## config.mk

```make
export PLATFORM = sky130hd
export DESIGN_NAME = button_event_controller_flat
export DESIGN_NICKNAME = d
export VERILOG_FILES = /design/src/rtl/ctrl_pkg.sv /design/src/rtl/button_event_controller_if.sv /design/src/rtl/btn_channel.sv /design/src/rtl/button_event_controller.sv /design/src/flat_wrapper.sv
export SDC_FILE = /design/constraint.sdc
export NUM_CORES = 1
export LEC_CHECK = 0
export BUFFER_PORTS_ARGS = -buffer_cell sky130_fd_sc_hd__buf_2
export CELL_PAD_IN_SITES_DETAIL_PLACEMENT = 1
export CELL_PAD_IN_SITES_GLOBAL_PLACEMENT = 1
export CORE_MARGIN = 1
export CORE_UTILIZATION = 48
export DETAILED_ROUTE_END_ITERATION = 12
export GPL_TIMING_DRIVEN = 0
export HOLD_SLACK_MARGIN = 0.08
export PLACE_DENSITY = 0.77
export SLEW_MARGIN = 10
export SYNTH_ARGS = -nofsm -noshare
export SYNTH_HDL_FRONTEND = slang
export SYNTH_SLANG_ARGS = --single-unit
```

## constraint.sdc

```tcl
create_clock -name clk -period 3.2 [get_ports clk]
set_input_delay 0.64 -clock clk [delete_from_list [all_inputs] [get_ports clk]]
set_output_delay 0.64 -clock clk [all_outputs]
set_load 0.01 [all_outputs]
```

## src/rtl/ctrl_pkg.sv

```systemverilog
// rtl/ctrl_pkg.sv - shared width helpers and default timing constants for the button event controller
package ctrl_pkg;

    localparam int DEBOUNCE_DEFAULT      = 250000;
    localparam int LED_HOLD_DEFAULT      = 5000000;
    localparam int REPEAT_DELAY_DEFAULT  = 25000000;
    localparam int REPEAT_PERIOD_DEFAULT = 5000000;

    // Bits needed to hold the values 0..n; never narrower than one bit.
    function automatic int cnt_w(input int n);
        return (n < 1) ? 1 : $clog2(n + 1);
    endfunction

    // Bits needed to index n channels.
    function automatic int idx_w(input int n);
        return (n < 2) ? 1 : $clog2(n);
    endfunction

endpackage

```

## src/rtl/button_event_controller_if.sv

```systemverilog
// rtl/button_event_controller_if.sv - ready/valid press-event stream between the controller and the game FSM
interface button_event_controller_if
    import ctrl_pkg::*;
#(
    parameter int N_BTN = 12
) ();

    localparam int CODE_W = idx_w(N_BTN);

    logic              event_valid;
    logic [CODE_W-1:0] event_code;
    logic              event_ready;

    modport master (
        output event_valid,
        output event_code,
        input  event_ready
    );

    modport slave (
        input  event_valid,
        input  event_code,
        output event_ready
    );

endinterface

```

## src/rtl/btn_channel.sv

```systemverilog
// rtl/btn_channel.sv - one button: synchroniser, debounce, press pulse, LED stretch, auto-repeat under CTRL_AUTOREPEAT_EN
module btn_channel
    import ctrl_pkg::*;
#(
    parameter int DEBOUNCE_CYCLES = DEBOUNCE_DEFAULT,
    parameter int LED_HOLD_CYCLES = LED_HOLD_DEFAULT,
    parameter int REPEAT_DELAY    = REPEAT_DELAY_DEFAULT,
    parameter int REPEAT_PERIOD   = REPEAT_PERIOD_DEFAULT
) (
    input  logic clk,
    input  logic reset,
    input  logic block_i,
    input  logic raw_i,
    output logic pulse_o,
    output logic level_o,
    output logic led_o
);

    localparam int              DB_W    = cnt_w(DEBOUNCE_CYCLES);
    localparam logic [DB_W-1:0] DB_LAST = DB_W'(DEBOUNCE_CYCLES - 1);

    logic            sync1_q;
    logic            sync2_q;
    logic            level_q, level_d;
    logic            level_dly_q;
    logic            suppress_q, suppress_d;
    logic            pulse_q, pulse_d;
    logic [DB_W-1:0] db_cnt_q, db_cnt_d;
    logic            press;
    logic            repeat_fire;

    always_ff @(posedge clk) begin
        if (!reset) begin
            sync1_q     <= 1'b0;
            sync2_q     <= 1'b0;
            level_q     <= 1'b0;
            level_dly_q <= 1'b0;
            suppress_q  <= 1'b0;
            pulse_q     <= 1'b0;
            db_cnt_q    <= '0;
        end else begin
            sync1_q     <= raw_i;
            sync2_q     <= sync1_q;
            level_q     <= level_d;
            level_dly_q <= level_q;
            suppress_q  <= suppress_d;
            pulse_q     <= pulse_d;
            db_cnt_q    <= db_cnt_d;
        end
    end

    // The DEBOUNCE_CYCLES-th consecutive differing sample flips the level.
    // suppress marks a press that began under block, so its delayed rise after unblock is not reported.
    always_comb begin
        db_cnt_d   = '0;
        level_d    = level_q;
        suppress_d = suppress_q;
        if (!block_i && (sync2_q != level_q)) begin
            if (db_cnt_q == DB_LAST) begin
                level_d = ~level_q;
            end else begin
                db_cnt_d = db_cnt_q + 1'b1;
            end
        end
        if (block_i && sync2_q) begin
            suppress_d = 1'b1;
        end else if (!block_i && !sync2_q && !level_q) begin
            suppress_d = 1'b0;
        end
        press = level_q & ~level_dly_q & ~block_i & ~suppress_q;
    end

`ifdef CTRL_AUTOREPEAT_EN
    localparam int RP_MAX = (REPEAT_DELAY > REPEAT_PERIOD) ? REPEAT_DELAY : REPEAT_PERIOD;
    localparam int RP_W   = cnt_w(RP_MAX);

    logic [RP_W-1:0] rep_q, rep_d;

    always_ff @(posedge clk) begin
        if (!reset) begin
            rep_q <= '0;
        end else begin
            rep_q <= rep_d;
        end
    end

    // Down-counter holds the distance to the next repeat; reaching 1 schedules a pulse.
    always_comb begin
        rep_d       = rep_q;
        repeat_fire = 1'b0;
        if (press) begin
            rep_d = RP_W'(REPEAT_DELAY);
        end else if (!level_q || block_i) begin
            rep_d = '0;
        end else if (rep_q == RP_W'(1)) begin
            repeat_fire = 1'b1;
            rep_d       = RP_W'(REPEAT_PERIOD);
        end else if (rep_q != '0) begin
            rep_d = rep_q - 1'b1;
        end
    end
`else
    assign repeat_fire = 1'b0;
`endif

    assign pulse_d = press | repeat_fire;

    generate
        if (LED_HOLD_CYCLES == 0) begin : g_led_level
            assign led_o = level_q;
        end else begin : g_led_timer
            localparam int LED_W = cnt_w(LED_HOLD_CYCLES);

            logic [LED_W-1:0] led_q, led_d;

            always_comb begin
                led_d = led_q;
                if (pulse_q) begin
                    led_d = LED_W'(LED_HOLD_CYCLES);
                end else if (led_q != '0) begin
                    led_d = led_q - 1'b1;
                end
            end

            always_ff @(posedge clk) begin
                if (!reset) begin
                    led_q <= '0;
                end else begin
                    led_q <= led_d;
                end
            end

            assign led_o = (led_q != '0);
        end
    endgenerate

    assign pulse_o = pulse_q;
    assign level_o = level_q;

endmodule

```

## src/rtl/button_event_controller.sv

```systemverilog
// rtl/button_event_controller.sv - N-channel debounced button front end with a prioritised press-event stream
// Optional auto-repeat is built when CTRL_AUTOREPEAT_EN is defined.
module button_event_controller
    import ctrl_pkg::*;
#(
    parameter int N_BTN           = 12,
    parameter int DEBOUNCE_CYCLES = DEBOUNCE_DEFAULT,
    parameter int LED_HOLD_CYCLES = LED_HOLD_DEFAULT,
    parameter int REPEAT_DELAY    = REPEAT_DELAY_DEFAULT,
    parameter int REPEAT_PERIOD   = REPEAT_PERIOD_DEFAULT
) (
    input  logic                      clk,
    input  logic                      reset,
    input  logic                      block_controller,
    input  logic [N_BTN-1:0]          controller_input,
    output logic [N_BTN-1:0]          controller_output,
    output logic [N_BTN-1:0]          btn_level,
    output logic [N_BTN-1:0]          LEDR,
    button_event_controller_if.master evt,
    output logic                      overflow
);

    localparam int CODE_W = idx_w(N_BTN);

    logic [N_BTN-1:0]  pulse;
    logic [N_BTN-1:0]  pending_q, pending_d;
    logic [N_BTN-1:0]  cand;
    logic [N_BTN-1:0]  sel_oh;
    logic [N_BTN-1:0]  take_oh;
    logic [CODE_W-1:0] sel_idx;
    logic [CODE_W-1:0] code_q, code_d;
    logic              valid_q, valid_d;
    logic              overflow_q, overflow_d;
    logic              found;
    logic              load;

    generate
        for (genvar g = 0; g < N_BTN; g++) begin : g_chan
            btn_channel #(
                .DEBOUNCE_CYCLES (DEBOUNCE_CYCLES),
                .LED_HOLD_CYCLES (LED_HOLD_CYCLES),
                .REPEAT_DELAY    (REPEAT_DELAY),
                .REPEAT_PERIOD   (REPEAT_PERIOD)
            ) u_chan (
                .clk     (clk),
                .reset   (reset),
                .block_i (block_controller),
                .raw_i   (controller_input[g]),
                .pulse_o (pulse[g]),
                .level_o (btn_level[g]),
                .led_o   (LEDR[g])
            );
        end
    endgenerate

    // Same-cycle pulses are candidates too, so an idle stream shows a press one cycle after its pulse.
    always_comb begin
        load    = !valid_q || evt.event_ready;
        cand    = pending_q | pulse;
        found   = 1'b0;
        sel_oh  = '0;
        sel_idx = '0;
        for (int i = 0; i < N_BTN; i++) begin
            if (cand[i] && !found) begin
                found     = 1'b1;
                sel_oh[i] = 1'b1;
                sel_idx   = CODE_W'(i);
            end
        end
        take_oh = load ? sel_oh : '0;
        // A loaded bit survives only when it was pending and re-pulsed in the same cycle.
        pending_d  = cand & ~(take_oh & ~(pending_q & pulse));
        overflow_d = overflow_q | (|(pending_q & pulse & ~take_oh));
        valid_d    = valid_q;
        code_d     = code_q;
        if (load) begin
            valid_d = found;
            if (found) begin
                code_d = sel_idx;
            end
        end
    end

    always_ff @(posedge clk) begin
        if (!reset) begin
            pending_q  <= '0;
            valid_q    <= 1'b0;
            code_q     <= '0;
            overflow_q <= 1'b0;
        end else begin
            pending_q  <= pending_d;
            valid_q    <= valid_d;
            code_q     <= code_d;
            overflow_q <= overflow_d;
        end
    end

    assign controller_output = pulse;
    assign evt.event_valid   = valid_q;
    assign evt.event_code    = code_q;
    assign overflow          = overflow_q;

endmodule
```

## src/flat_wrapper.sv

```systemverilog
// flat-port wrapper written by rule: the top's interface ports become plain ports
module button_event_controller_flat import ctrl_pkg::*;
#(
    parameter int N_BTN           = 12,
    parameter int DEBOUNCE_CYCLES = DEBOUNCE_DEFAULT,
    parameter int LED_HOLD_CYCLES = LED_HOLD_DEFAULT,
    parameter int REPEAT_DELAY    = REPEAT_DELAY_DEFAULT,
    parameter int REPEAT_PERIOD   = REPEAT_PERIOD_DEFAULT
)
  (clk, reset, block_controller, controller_input, controller_output, btn_level, LEDR, overflow, evt_event_valid, evt_event_code, evt_event_ready);
  button_event_controller_if #(.N_BTN(N_BTN)) evt_i ();
  input  logic clk;
  input  logic reset;
  input  logic block_controller;
  input  logic [N_BTN-1:0] controller_input;
  output logic [N_BTN-1:0] controller_output;
  output logic [N_BTN-1:0] btn_level;
  output logic [N_BTN-1:0] LEDR;
  output logic overflow;
  output wire logic [$bits(evt_i.event_valid)-1:0] evt_event_valid;
  output wire logic [$bits(evt_i.event_code)-1:0] evt_event_code;
  input wire logic [$bits(evt_i.event_ready)-1:0] evt_event_ready;
  assign evt_event_valid = evt_i.event_valid;
  assign evt_event_code = evt_i.event_code;
  assign evt_i.event_ready = evt_event_ready;
  button_event_controller #(.N_BTN(N_BTN), .DEBOUNCE_CYCLES(DEBOUNCE_CYCLES), .LED_HOLD_CYCLES(LED_HOLD_CYCLES), .REPEAT_DELAY(REPEAT_DELAY), .REPEAT_PERIOD(REPEAT_PERIOD)) u_core (.clk(clk), .reset(reset), .block_controller(block_controller), .controller_input(controller_input), .controller_output(controller_output), .btn_level(btn_level), .LEDR(LEDR), .evt(evt_i), .overflow(overflow));
endmodule
```

==> metrics.md <==
| Metric | Value |
|---|---|
| Gpl congestion | 0.847 |
| Worst Hold Slack | 0.219 ns |
| Placeable Area | 51700 sq um |
| Primary FF master, synth | dfxtp_1 |
| Filler cells | 6086 |
| Distinct cell type count after synthesis | 78 |
| Yosys warns | 0 |
| Clock Tree Buf Depth | 3 |
| Clk_lat worst skew | 0.63 ns |
| Top-area cell type share of the netlist area | 46.0% |
| End of the critical path | LEDR[10] |
| Reg2reg start | u_core.g_chan[11].u_chan.db_cnt_q[0] |
| Fin nets | 3097 |
| Wire per inst | 17.6 um |
| Startpoint types | register |
| Count of flip-flops with a built-in enable after synthesis | 0 |
| CTS sink count | 582 |
| First-pass GRT wire length | 110000 um |
| Leakage | 0.0104 uW |
| Vias in the first global route | 22200 |
| Critical Path Start | u_core.g_chan[10].u_chan.g_led_timer.led_q[18] |
| Crit. End Element | output pin |
| Fin. Hold Viols | 0 |
| Final antenna-violating net count | 0 |
| Peak supply drop | 0.000521 V |
| Period utilization | 102% |
| Global Route Usage Sum | 24.6% |
| Tightest Pin Transition | 1.20 ns |
| CP max FO | 3 |
| Hold WC Path Type | in2reg |
| Failing checks | negative setup slack |
| Core Rows | 83 |
| DIE WIDTH | 232 um |
| PortBufs | 56 |
| DR iter-0 viols | 776 |
| # IOs | 58 |
| Required time worst endpoint | 2.56 ns |
| Drt pass-1 iters | 5 |
| WS Path Type | reg2out |
| Worst R2R End | u_core.g_chan[11].u_chan.db_cnt_q[10] |
| Power Dens Cells | 990 nW/um^2 |
| Total gr overflow | 0 |
| Met3 Track Usage GR | 4.20% |
| Final Routed Wirelength | 66700 um |
| Placed insts | 3650 |
| Ys async rst share | 0% |
| Total CTS buffers | 61 |
| Syn Area/Cell | 8.68 sq um |
| Cell Area, Synth | 25300 sq um |
| Grt peak-use layer | met2 |
| Pins Over Slew Limit | 0 |
| Final setup viols | 1 |
| Reg clk slew, reported paths | 0.06 ns |
| Pin count of the biggest net entering global routing | 16 |
| H-tree Lvls | 2 |
| Register-to-Register Path Depth | 7 |
| Via count | 21100 |
| Clock skew | 0.0153 ns |
| Max Cap Viol | 0 |
| Die H | 232 um |
| Starting Density | 48.9% |
| Crit path DAT | 2.61 ns |
| Final worst setup slack | -0.0487 ns |
| Initial antenna violation count | 3 |
| Layout area overhead | 14.9% |
| Fmax | 308 MHz |
| Setup TNS | -0.0487 ns |
| HPWL Detailed | 45200 um |
| Worst R2R Setup Slack | 0.44 ns |
| Synthesized instance count | 2914 |
| Number of synthesized register bits | 582 |
| Fin crit period | 3.25 ns |
| Share of layout cells above drive strength 1 | 10.1% |
| CTS tree | done |
| Status | complete, but fails checks |
| Met2 Usage GRT | 43.6% |
| Relative slew slack | 20.3% |
| Synthesized Nets | 2955 |
| Vias per cell | 5.57 |
| DRC | 0 |
| Post-synth top area cell | dfxtp_1 |
| Sequential area share after synthesis | 46.0% |
| Ranking of synthesized cells by area | dfxtp_1 46%, nor2_1 8.0%, xnor2_1 7.6% |
| RSZ-0062 raised after global routing | true |
| Non-Filler Instances | 3784 |
| Full die area | 53600 sq um |
| Met1 Resource Use GR | 30.2% |
| Root Driver | clkbuf_16 |
## placed cells by master (no fill, tap or decap), drive strengths merged, types with 120 or more instances in the layout
cell    count
nor2      542
nand3     131
xor2      180
a21oi     127
clkbuf    153
nor3      120
buf       126
dfxtp     582
xnor2     220
nand2     175
## critical path, stage by stage, from the launching register on
cell and delay [ns]:
dfxtp_2 0.32, or4_4 0.55, or4b_4 0.53, or4_4 0.45
buf_6 0.14
## layout make-up
type | count | area [sq um] | share of cell area, %
diodes | 1 | 2.50 | 0.00861
plain buffers | 103 | 537 | 1.85
clock buffers | 88 | 1810 | 6.22
clock inverters | 22 | 184 | 0.633
inverters | 72 | 270 | 0.930
multi-input cells | 2148 | 13200 | 45.5
flip-flops and latches | 582 | 11700 | 40.1
well taps | 680 | 851 | 2.93
repair buffers | 88 | 539 | 1.86
## worst min path at each step
stage | from | to | depth (start not counted) | slack, ns
2_1_floorplan | u_core.g_chan[0].u_chan.level_dly_q | u_core.g_chan[0].u_chan.pulse_o | 1 | 0.38
3_3_place_gp | u_core.g_chan[0].u_chan.level_dly_q | u_core.g_chan[0].u_chan.pulse_o | 1 | 0.38
3_5_place_dp | u_core.g_chan[3].u_chan.level_dly_q | u_core.g_chan[3].u_chan.pulse_o | 1 | 0.38
4_1_cts | controller_input[4] | u_core.g_chan[4].u_chan.sync1_q | 2 | 0.19
5_1_grt | controller_input[2] | u_core.g_chan[2].u_chan.sync1_q | 2 | 0.21
6_report | controller_input[3] | u_core.g_chan[3].u_chan.sync1_q | 2 | 0.22
## routing by layer
| layer | up-vias | share of wire, % |
|---|---|---|
| li1 | 10300 | - |
| met5 | - | 0.034 |
| met1 | 10400 | 44 |
| met2 | 258 | 49 |
| met4 | 4 | 2.7 |
| met3 | 135 | 3.3 |
## cell families after synthesis
kind of cell | share of synthesized area [%]
xor+xnor | 13.8
compound gates | 7.22
buf+inv | 3.29
flops | 46.0
fa+ha+maj | 1.32
mux | 0.494
simple gates | 27.8
## power by group
part	total, uW	switching, uW	leakage (uW)	internal [uW]
combinational	11600	6240	0.00472	5310
clock	7030	2970	0.000981	4060
sequential	10200	1580	0.00473	8620
total	28800	10800	0.0104	18000
## synth_stat cells, drive strengths merged, types with 3 or more instances
| cell | instances |
|---|---|
| nand2 | 175 |
| nor2b | 11 |
| or4 | 48 |
| and2 | 42 |
| nand3b | 17 |
| o21ai | 53 |
| o41ai | 5 |
| buf | 40 |
| o21a | 37 |
| and4 | 8 |
| or2 | 8 |
| nand4b | 11 |
| o211ai | 4 |
| o311ai | 5 |
| dfxtp | 582 |
| o31ai | 13 |
| ha | 25 |
| xnor2 | 220 |
| nand2b | 25 |
| mux2 | 4 |
| o21bai | 3 |
| a21oi | 127 |
| nor4b | 30 |
| a211oi | 18 |
| nor3 | 120 |
| nand4 | 50 |
| xor2 | 180 |
| inv | 70 |
| and3 | 26 |
| clkbuf | 72 |
| o22ai | 3 |
| mux2i | 8 |
| nor2 | 542 |
| nor4 | 110 |
| nand3 | 131 |
| or3 | 37 |
| nor3b | 16 |
| a31oi | 7 |
## metrics by stage
step,util [%],instance area (sq um),setup WS (ns),total power (uW)
2_1_floorplan,-,25300,0.469,17800
3_3_place_gp,51.1,26400,0.198,19500
3_5_place_dp,51.1,26400,0.184,20100
4_1_cts,55.7,28800,-0.267,28200
5_1_grt,56.2,29100,-0.100,30700
6_report,56.2,29100,-0.0487,28800
## repair_timing
| action | in CTS | in global routing |
|---|---|---|
| setup endpoints to repair | 11 | 11 |
| gates resized for setup | 62 | 33 |
| cloned | 0 | 0 |
| hold buffers | 0 | 0 |
| pin swaps | 13 | 11 |
| setup buffers | 16 | 16 |
## registers in the layout, summed over array words and instances, names as in the netlist
name and count:
u_core.g_chan.u_chan.level_o 12, u_core.g_chan.u_chan.pulse_o 12, u_core.pending_q 12, u_core.g_chan.u_chan.g_led_timer.led_q 276, u_core.evt.event_valid 1, u_core.g_chan.u_chan.level_dly_q 12, u_core.overflow 1, u_core.evt.event_code 4
u_core.g_chan.u_chan.db_cnt_q 216, u_core.g_chan.u_chan.suppress_q 12, u_core.g_chan.u_chan.sync2_q 12, u_core.g_chan.u_chan.sync1_q 12
Power figures use the tool's default switching activity.
